===== src/rtl/stopwatch_pkg.sv =====
// Shared types for the stopwatch: FSM states and the BCD digit type.
package stopwatch_pkg;

    typedef enum logic [1:0] {
        PAUSED,
        RUN,
        ADJUST
    } sw_state_t;

    typedef logic [3:0] bcd_t;

    localparam bcd_t BCD_NINE = 4'd9;

endpackage


===== src/rtl/bcd_field_ctr.sv =====
// Two-digit BCD counter that wraps from MAX to 00; carry pulses on that wrap.
module bcd_field_ctr
    import stopwatch_pkg::*;
#(
    parameter int unsigned MAX = 59
) (
    input  logic sclk,
    input  logic rst,
    input  logic inc,
    input  logic clr,
    output bcd_t tens,
    output bcd_t ones,
    output logic carry
);

    localparam bcd_t MAX_TENS = bcd_t'(MAX / 10);
    localparam bcd_t MAX_ONES = bcd_t'(MAX % 10);

    bcd_t tens_q, tens_d;
    bcd_t ones_q, ones_d;
    logic at_max;

    assign at_max = (tens_q == MAX_TENS) && (ones_q == MAX_ONES);

    always_comb begin
        tens_d = tens_q;
        ones_d = ones_q;
        carry  = 1'b0;
        // Clear outranks a same-cycle increment, so the increment is simply lost.
        if (clr) begin
            tens_d = '0;
            ones_d = '0;
        end else if (inc) begin
            if (at_max) begin
                tens_d = '0;
                ones_d = '0;
                carry  = 1'b1;
            end else if (ones_q == BCD_NINE) begin
                ones_d = '0;
                tens_d = tens_q + 4'd1;
            end else begin
                ones_d = ones_q + 4'd1;
            end
        end
    end

    always_ff @(posedge sclk or negedge rst) begin
        if (!rst) begin
            tens_q <= '0;
            ones_q <= '0;
        end else begin
            tens_q <= tens_d;
            ones_q <= ones_d;
        end
    end

    assign tens = tens_q;
    assign ones = ones_q;

endmodule


===== src/rtl/stopwatch_counter.sv =====
// MM:SS BCD stopwatch with run/pause, clear and manual adjust.
// Optional lap freeze of the displayed digits when STOPWATCH_LAP_EN is defined.
module stopwatch_counter
    import stopwatch_pkg::*;
#(
    parameter int unsigned MIN_MAX = 59,
    parameter int unsigned SEC_MAX = 59
) (
    input  logic sclk,
    input  logic rst,
    input  logic tick_1hz,
    input  logic tick_2hz,
    input  logic pause_p,
    input  logic clear_p,
    input  logic adj,
    input  logic sel,
`ifdef STOPWATCH_LAP_EN
    input  logic lap_p,
    output logic lap_hold,
`endif
    output bcd_t min_t,
    output bcd_t min_o,
    output bcd_t sec_t,
    output bcd_t sec_o,
    output logic running,
    output logic blink,
    output logic wrap_p
);

    sw_state_t state_q, state_d;
    logic      blink_q, blink_d;
    logic      wrap_q, wrap_d;

    logic run_tick, adj_tick;
    logic sec_inc, min_inc;
    logic sec_carry, min_carry;
    bcd_t live_min_t, live_min_o, live_sec_t, live_sec_o;

    always_comb begin
        state_d = state_q;
        if (adj) begin
            state_d = ADJUST;
        end else if (state_q == ADJUST) begin
            state_d = PAUSED;
        end else if (pause_p) begin
            state_d = (state_q == RUN) ? PAUSED : RUN;
        end
    end

    // A tick only counts when the mode it belongs to is still selected this cycle.
    assign run_tick = (state_q == RUN) && !adj && tick_1hz;
    assign adj_tick = (state_q == ADJUST) && adj && tick_2hz;

    assign sec_inc = run_tick || (adj_tick && !sel);
    assign min_inc = (run_tick && sec_carry) || (adj_tick && sel);

    always_comb begin
        blink_d = blink_q;
        if (state_d != ADJUST) begin
            blink_d = 1'b0;
        end else if (adj_tick) begin
            blink_d = !blink_q;
        end
        wrap_d = run_tick && min_carry;
    end

    bcd_field_ctr #(.MAX(SEC_MAX)) u_sec (
        .sclk  (sclk),
        .rst   (rst),
        .inc   (sec_inc),
        .clr   (clear_p),
        .tens  (live_sec_t),
        .ones  (live_sec_o),
        .carry (sec_carry)
    );

    bcd_field_ctr #(.MAX(MIN_MAX)) u_min (
        .sclk  (sclk),
        .rst   (rst),
        .inc   (min_inc),
        .clr   (clear_p),
        .tens  (live_min_t),
        .ones  (live_min_o),
        .carry (min_carry)
    );

    always_ff @(posedge sclk or negedge rst) begin
        if (!rst) begin
            state_q <= PAUSED;
            blink_q <= 1'b0;
            wrap_q  <= 1'b0;
        end else begin
            state_q <= state_d;
            blink_q <= blink_d;
            wrap_q  <= wrap_d;
        end
    end

    assign running = (state_q == RUN);
    assign blink   = blink_q;
    assign wrap_p  = wrap_q;

`ifdef STOPWATCH_LAP_EN
    logic        lap_hold_q, lap_hold_d;
    logic [15:0] snap_q, snap_d;
    logic [15:0] live_time;

    assign live_time = {live_min_t, live_min_o, live_sec_t, live_sec_o};

    // The snapshot is the time shown at the moment of lap_p; counting continues underneath.
    always_comb begin
        lap_hold_d = lap_hold_q;
        snap_d     = snap_q;
        if (clear_p || state_d != RUN) begin
            lap_hold_d = 1'b0;
        end else if (lap_p && state_q == RUN) begin
            lap_hold_d = !lap_hold_q;
            if (!lap_hold_q) begin
                snap_d = live_time;
            end
        end
    end

    always_ff @(posedge sclk or negedge rst) begin
        if (!rst) begin
            lap_hold_q <= 1'b0;
            snap_q     <= '0;
        end else begin
            lap_hold_q <= lap_hold_d;
            snap_q     <= snap_d;
        end
    end

    assign lap_hold = lap_hold_q;
    assign {min_t, min_o, sec_t, sec_o} = lap_hold_q ? snap_q : live_time;
`else
    assign min_t = live_min_t;
    assign min_o = live_min_o;
    assign sec_t = live_sec_t;
    assign sec_o = live_sec_o;
`endif

endmodule

===== config.mk =====
export PLATFORM = sky130hd
export DESIGN_NAME = stopwatch_counter
export DESIGN_NICKNAME = d
export VERILOG_FILES = /design/src/rtl/stopwatch_pkg.sv /design/src/rtl/bcd_field_ctr.sv /design/src/rtl/stopwatch_counter.sv
export SDC_FILE = /design/constraint.sdc
export NUM_CORES = 1
export LEC_CHECK = 0
export ABC_AREA = 1
export BUFFER_PORTS_ARGS = -buffer_cell sky130_fd_sc_hd__buf_2
export CORE_ASPECT_RATIO = 1.4
export CORE_MARGIN = 8
export CORE_UTILIZATION = 55
export DETAILED_ROUTE_END_ITERATION = 6
export PLACE_DENSITY = 0.88
export REMOVE_ABC_BUFFERS = 1
export SETUP_SLACK_MARGIN = 0.4
export SYNTH_ARGS = -nofsm -noshare
export SYNTH_HDL_FRONTEND = slang
export SYNTH_SLANG_ARGS = --single-unit

===== constraint.sdc =====
create_clock -name sclk -period 2.55 [get_ports sclk]
set_input_delay 0.1275 -clock sclk [delete_from_list [all_inputs] [get_ports sclk]]
set_output_delay 0.1275 -clock sclk [all_outputs]
set_load 0.01 [all_outputs]

**Yosys cells after proc, flatten, opt, wreduce, memory -nomap -nowiden**

Cells that the tools add are included.

- Latch bits: 0
- Input port bits: 8
- Memories: 0
- Output and inout port bits: 19
- Bits in read-only memories: 0
- Bits in registers: 20
- Memory bits (writable): 0

- Muxes and demuxes: 28
- $add $sub $neg: 4
- Multiply operators: 0
- Bitwise logic cells: 0
- Shift-type cells: 0
- Magnitude comparators: 0
- Equality and inequality tests: 7
- Divide/modulo/power cells: 0
- Reductions and logical operators: 22

Operators by type and width:

| cell | number |
|---|---|
| 2-to-1 mux 4 bit | 16 |
| adder 4 x 1 -> 4 bit, second input constant | 4 |
| logical AND 1 bit | 10 |
| 2-to-1 mux 1 bit | 9 |
| equality test 4 x 3 -> 1 bit, second input constant | 2 |
| equality test 4 bit, second input constant | 2 |
| 2-to-1 mux 2 bit | 3 |
| nonzero test 2 bit | 3 |
| nonzero test 3 bit | 2 |
| AND reduction 2 bit | 2 |
| zero test 1 bit | 3 |
| equality test 2 x 1 -> 1 bit, second input constant | 1 |
| equality test 2 bit, second input constant | 1 |
| logical OR 1 bit | 2 |
| inequality test 2 bit, second input constant | 1 |

**Longest topological paths before layout**

- Word-level depth: 12
- Gate-level depth with buffers: 9
- Mapped depth without buffers: 9

**Hierarchy**

A second synthesis with hierarchy kept.

- Cell total of the unflattened synthesis: 165
- Area, all modules: 1227.4 µm²

By module, submodules not included:

| module | times used | area each (µm²) | cells an instance |
|---|---|---|---|
| bcd_field_ctr | 2 | 506.7 | 68 |
| stopwatch_counter | 1 | 214.0 | 29 |

**Worst setup path before layout**

OpenSTA, ideal clock, no wires.

- Path kind: reg2reg
- Start: reg u_sec.ones_q[1], in the netlist u_sec.ones[1]
- End: reg u_min.tens_q[0], in the netlist u_min.tens[0]
- Period minus slack after synthesis: 1386 ps
- Data arrival time: 1269 ps
- Cell stages (with the launch flop): 10
- Setup slack: 1164 ps
- Library setup time: 117 ps
- Buffers on the path: 0
- Data required time: 2433 ps
- Path through: dfrtp_1 > inv_1 > ha_1 > nand3_2 > nor2_4 > nand2_2 > nand3_4 > nand2_4 > nand2_1 > nand2_1

- Word-level cells in the longest chain between the ends: 9

RTL lines:

| what | RTL line | source |
|---|---|---|
| start, declared | bcd_field_ctr.sv:20 | `bcd_t ones_q, ones_d;` |
| start signal, assigned | bcd_field_ctr.sv:53 | `ones_q <= ones_d;` |
| equality test 4 bit | bcd_field_ctr.sv:23 | `assign at_max = (tens_q == MAX_TENS) && (ones_q == MAX_ONES);` |
| logical AND 1 bit | bcd_field_ctr.sv:23 |  |
| 2-to-1 mux 1 bit | bcd_field_ctr.sv:34 | `if (at_max) begin` |
| 2-to-1 mux 1 bit | bcd_field_ctr.sv:33 | `end else if (inc) begin` |
| 2-to-1 mux 1 bit | bcd_field_ctr.sv:30 | `if (clr) begin` |
| logical AND 1 bit | stopwatch_counter.sv:55 | `assign min_inc = (run_tick && sec_carry) \|\| (adj_tick && sel);` |
| logical OR 1 bit | stopwatch_counter.sv:55 |  |
| nonzero test 2 bit (no source line) | - |  |
| AND reduction 2 bit (no source line) | - |  |
| end signal, assigned | bcd_field_ctr.sv:52 | `tens_q <= tens_d;` |
| end, declared | bcd_field_ctr.sv:19 | `bcd_t tens_q, tens_d;` |

Every way passes these cells.
A chain may end at the register's enable or synchronous reset.

**Final worst setup path**

- Start: reg u_sec.ones_q[1], in the netlist u_sec.ones[1]
- End: reg u_min.tens_q[1], in the netlist u_min.tens[1]

The elaborated chain is that of the path after synthesis.

==> run metrics <==
CTS H-tree depth=1; hold_sp=adj; clk_lat worst skew=300 ps; mapped cell area=0.00124 mm2; Final Cycle Share=57.9%; Cell Rows=20; Critical path buffers and inverters=1; global route overflow=0; top post-synthesis cells by area=dfrtp_1, nand2_1, ha_1, nand3_1, inv_1; power per cell area=463 mW/mm2; Worst Hold Path EP=state_q[0]; final std cells w/o fill=202; Leak=0.802 nW; Setup crit start kind=register; clock sinks=20; core area=0.00215 mm2; CP max stage cell=dfrtp_1; routed len/inst=12.4 um; Slew HR=70.7%; share of post-route cells with drive strength above 1=26.7%; final setup fails=0; chip height=72.3 um; area leader, netlist=dfrtp_1; crit-path cells=inv_1 > ha_1 > nand3_2 > nor2_4 > nand2_2 > nand3_4 > nand2_4 > nand2_1 > nand2_1; final HPWL from detailed placement=2010 um; area delta synth->final=14.3%; Syn Inst Count=152; Vias/cell=5.59; I/O pin count=27; multi-input logic area=661 um2; Final min period=1480 ps; Final Hold Vio Count=0; Peak VDD IR=351 uV; Setup TNS=0 ps; worst hold slack=80.2 ps; RSZ-0062 raised after global routing=no; total CTS buffers=3; status=finished, final reports clean; arrival time at the worst endpoint=1670 ps; Max-Cap Viols=0; CP endpoint kind=register; cts repair resizes=0; FMAX=678 MHz; most frequent CP cell=nand2_1; drt total wl=2510 um; CTS tree=done; library cells used by synthesis=27; register area share after synthesis=40.2%; Worst Max-Slew Pin Slew=440 ps; placed cells=198; drt pass-1 iters=4; ANT cells=0; first-pass GRT wire length=4620 um; Final Max Slew Viols=0; area share of the largest cell type after synthesis=40.2%; Filler cells=193; nets=196; R2R Path End=u_min.tens[1]; # DRC=0; family with the most delay on the worst path=simple AND/OR/NAND/NOR gates; Port Buffer Count=26; initial antenna violation count=0; Synthesis Warnings=0; starting density of the core=57.8%; Reg clk slew, reported paths=100 ps; syn_area_per_cell=8.19 um2; Placer Congestion=0.852; largest net degree at the start of global routing=21; critical path class=register to register; Hold Path Depth=2; Routed Antenna Nets=0; most common cell after layout, fill and taps aside=nand2_1; Starting DRT DRC Count=83; Seq. cell area=500 um2; Crit path required time=2740 ps; die area=0.00406 mm2; Post-CTS Setup Bufs=0; most frequent cells in the layout=nand2_1, buf_2, dfrtp_1, inv_1; Crit Path Max Fanout=8; reg2reg setup slack=1070 ps; path depth of the worst reg2reg path=9; CTS root buffer=clkbuf_4; #FFs+latches synth=20; die span in x=56.2 um; vias in the first global route=1,168; Worst Hold Class=primary input to register; Critical R2R Launch=u_sec.ones[1]; global-route usage over all layers=13.3%; CTS Buffer Depth=2; hold_buf cts=1; DR vias=1,130; Setup Skew=4.99 ps; Critical Path Max Stage Delay=420 ps
==> registers in the layout, indices dropped and copies added (netlist names) <==
| register | flops |
|---|---|
| u_min.ones | 4 |
| u_sec.tens | 4 |
| state_q | 2 |
| u_sec.ones | 4 |
| u_min.tens | 4 |
| blink | 1 |
| wrap_p | 1 |
==> cell usage after synthesis, drive strengths merged <==
| cell | number |
|---|---|
| nand3b | 1 |
| nor2 | 18 |
| buf | 2 |
| nand4 | 6 |
| nand3 | 16 |
| xor2 | 4 |
| o21ai | 6 |
| a21oi | 1 |
| nand2 | 43 |
| ha | 6 |
| xnor2 | 2 |
| o22ai | 1 |
| dfrtp | 20 |
| mux2i | 1 |
| nor3 | 5 |
| inv | 19 |
| and3b | 1 |
==> metrics by stage <==
stage / cell area, um2 / setup slack [ps] / power (mW) / utilization, %
floorplan: 1230 / 1160 / 0.463 / -
global placement: 1390 / 1160 / 0.516 / 64.6
detailed placement: 1390 / 1090 / 0.523 / 64.6
CTS: 1420 / 1070 / 0.665 / 66.1
global route: 1420 / 891 / 0.699 / 66.1
finish: 1420 / 1070 / 0.659 / 66.1
==> cells by family after synthesis <==
group	synth area share (%)
muxes	0.804
AOI/OAI and AO/OA	3.62
xor gates and xnor gates	4.22
adders and majority gates	6.03
DFF	40.2
buffers and inverters	6.73
and+or+nand+nor	38.4
==> per-layer routing <==
metal	GRT usage (%)	part of all wire (%)	routed length, um	up-vias
met5	0	0	0	-
met2	24.8	53	1320	27
met1	13.7	41	1040	549
li1	-	-	-	549
met3	2.97	4.7	117	5
met4	5.63	1.5	38	0
==> layout make-up <==
cell class	count	share of cell area [%]
sequential	20	35.2
inverter	19	5.01
clock buffer	3	1.58
multi-input combinational	111	46.4
timing repair buffer	27	9.85
tap	22	1.93
==> worst max path at each step <==
stage                         end     startpoint  cells after the start  slack [ps]
CTS                 u_min.tens[1]  u_sec.ones[1]                      9        1070
floorplan           u_min.tens[0]  u_sec.ones[1]                      9        1160
detailed placement  u_min.tens[1]  u_sec.ones[1]                      9        1090
global route        u_min.tens[2]  u_sec.ones[1]                      9         890
finish              u_min.tens[1]  u_sec.ones[1]                      9        1070
global placement    u_min.tens[2]  u_sec.ones[1]                      9        1160
==> power by group <==
part	switching, mW	leakage (nW)	total (mW)	internal, mW
Sequential	0.0302	0.269	0.370	0.340
Combinational	0.0862	0.520	0.145	0.0587
Clock	0.0884	0.0138	0.143	0.0551
No activity file was read; power rests on OpenSTA's default activity.
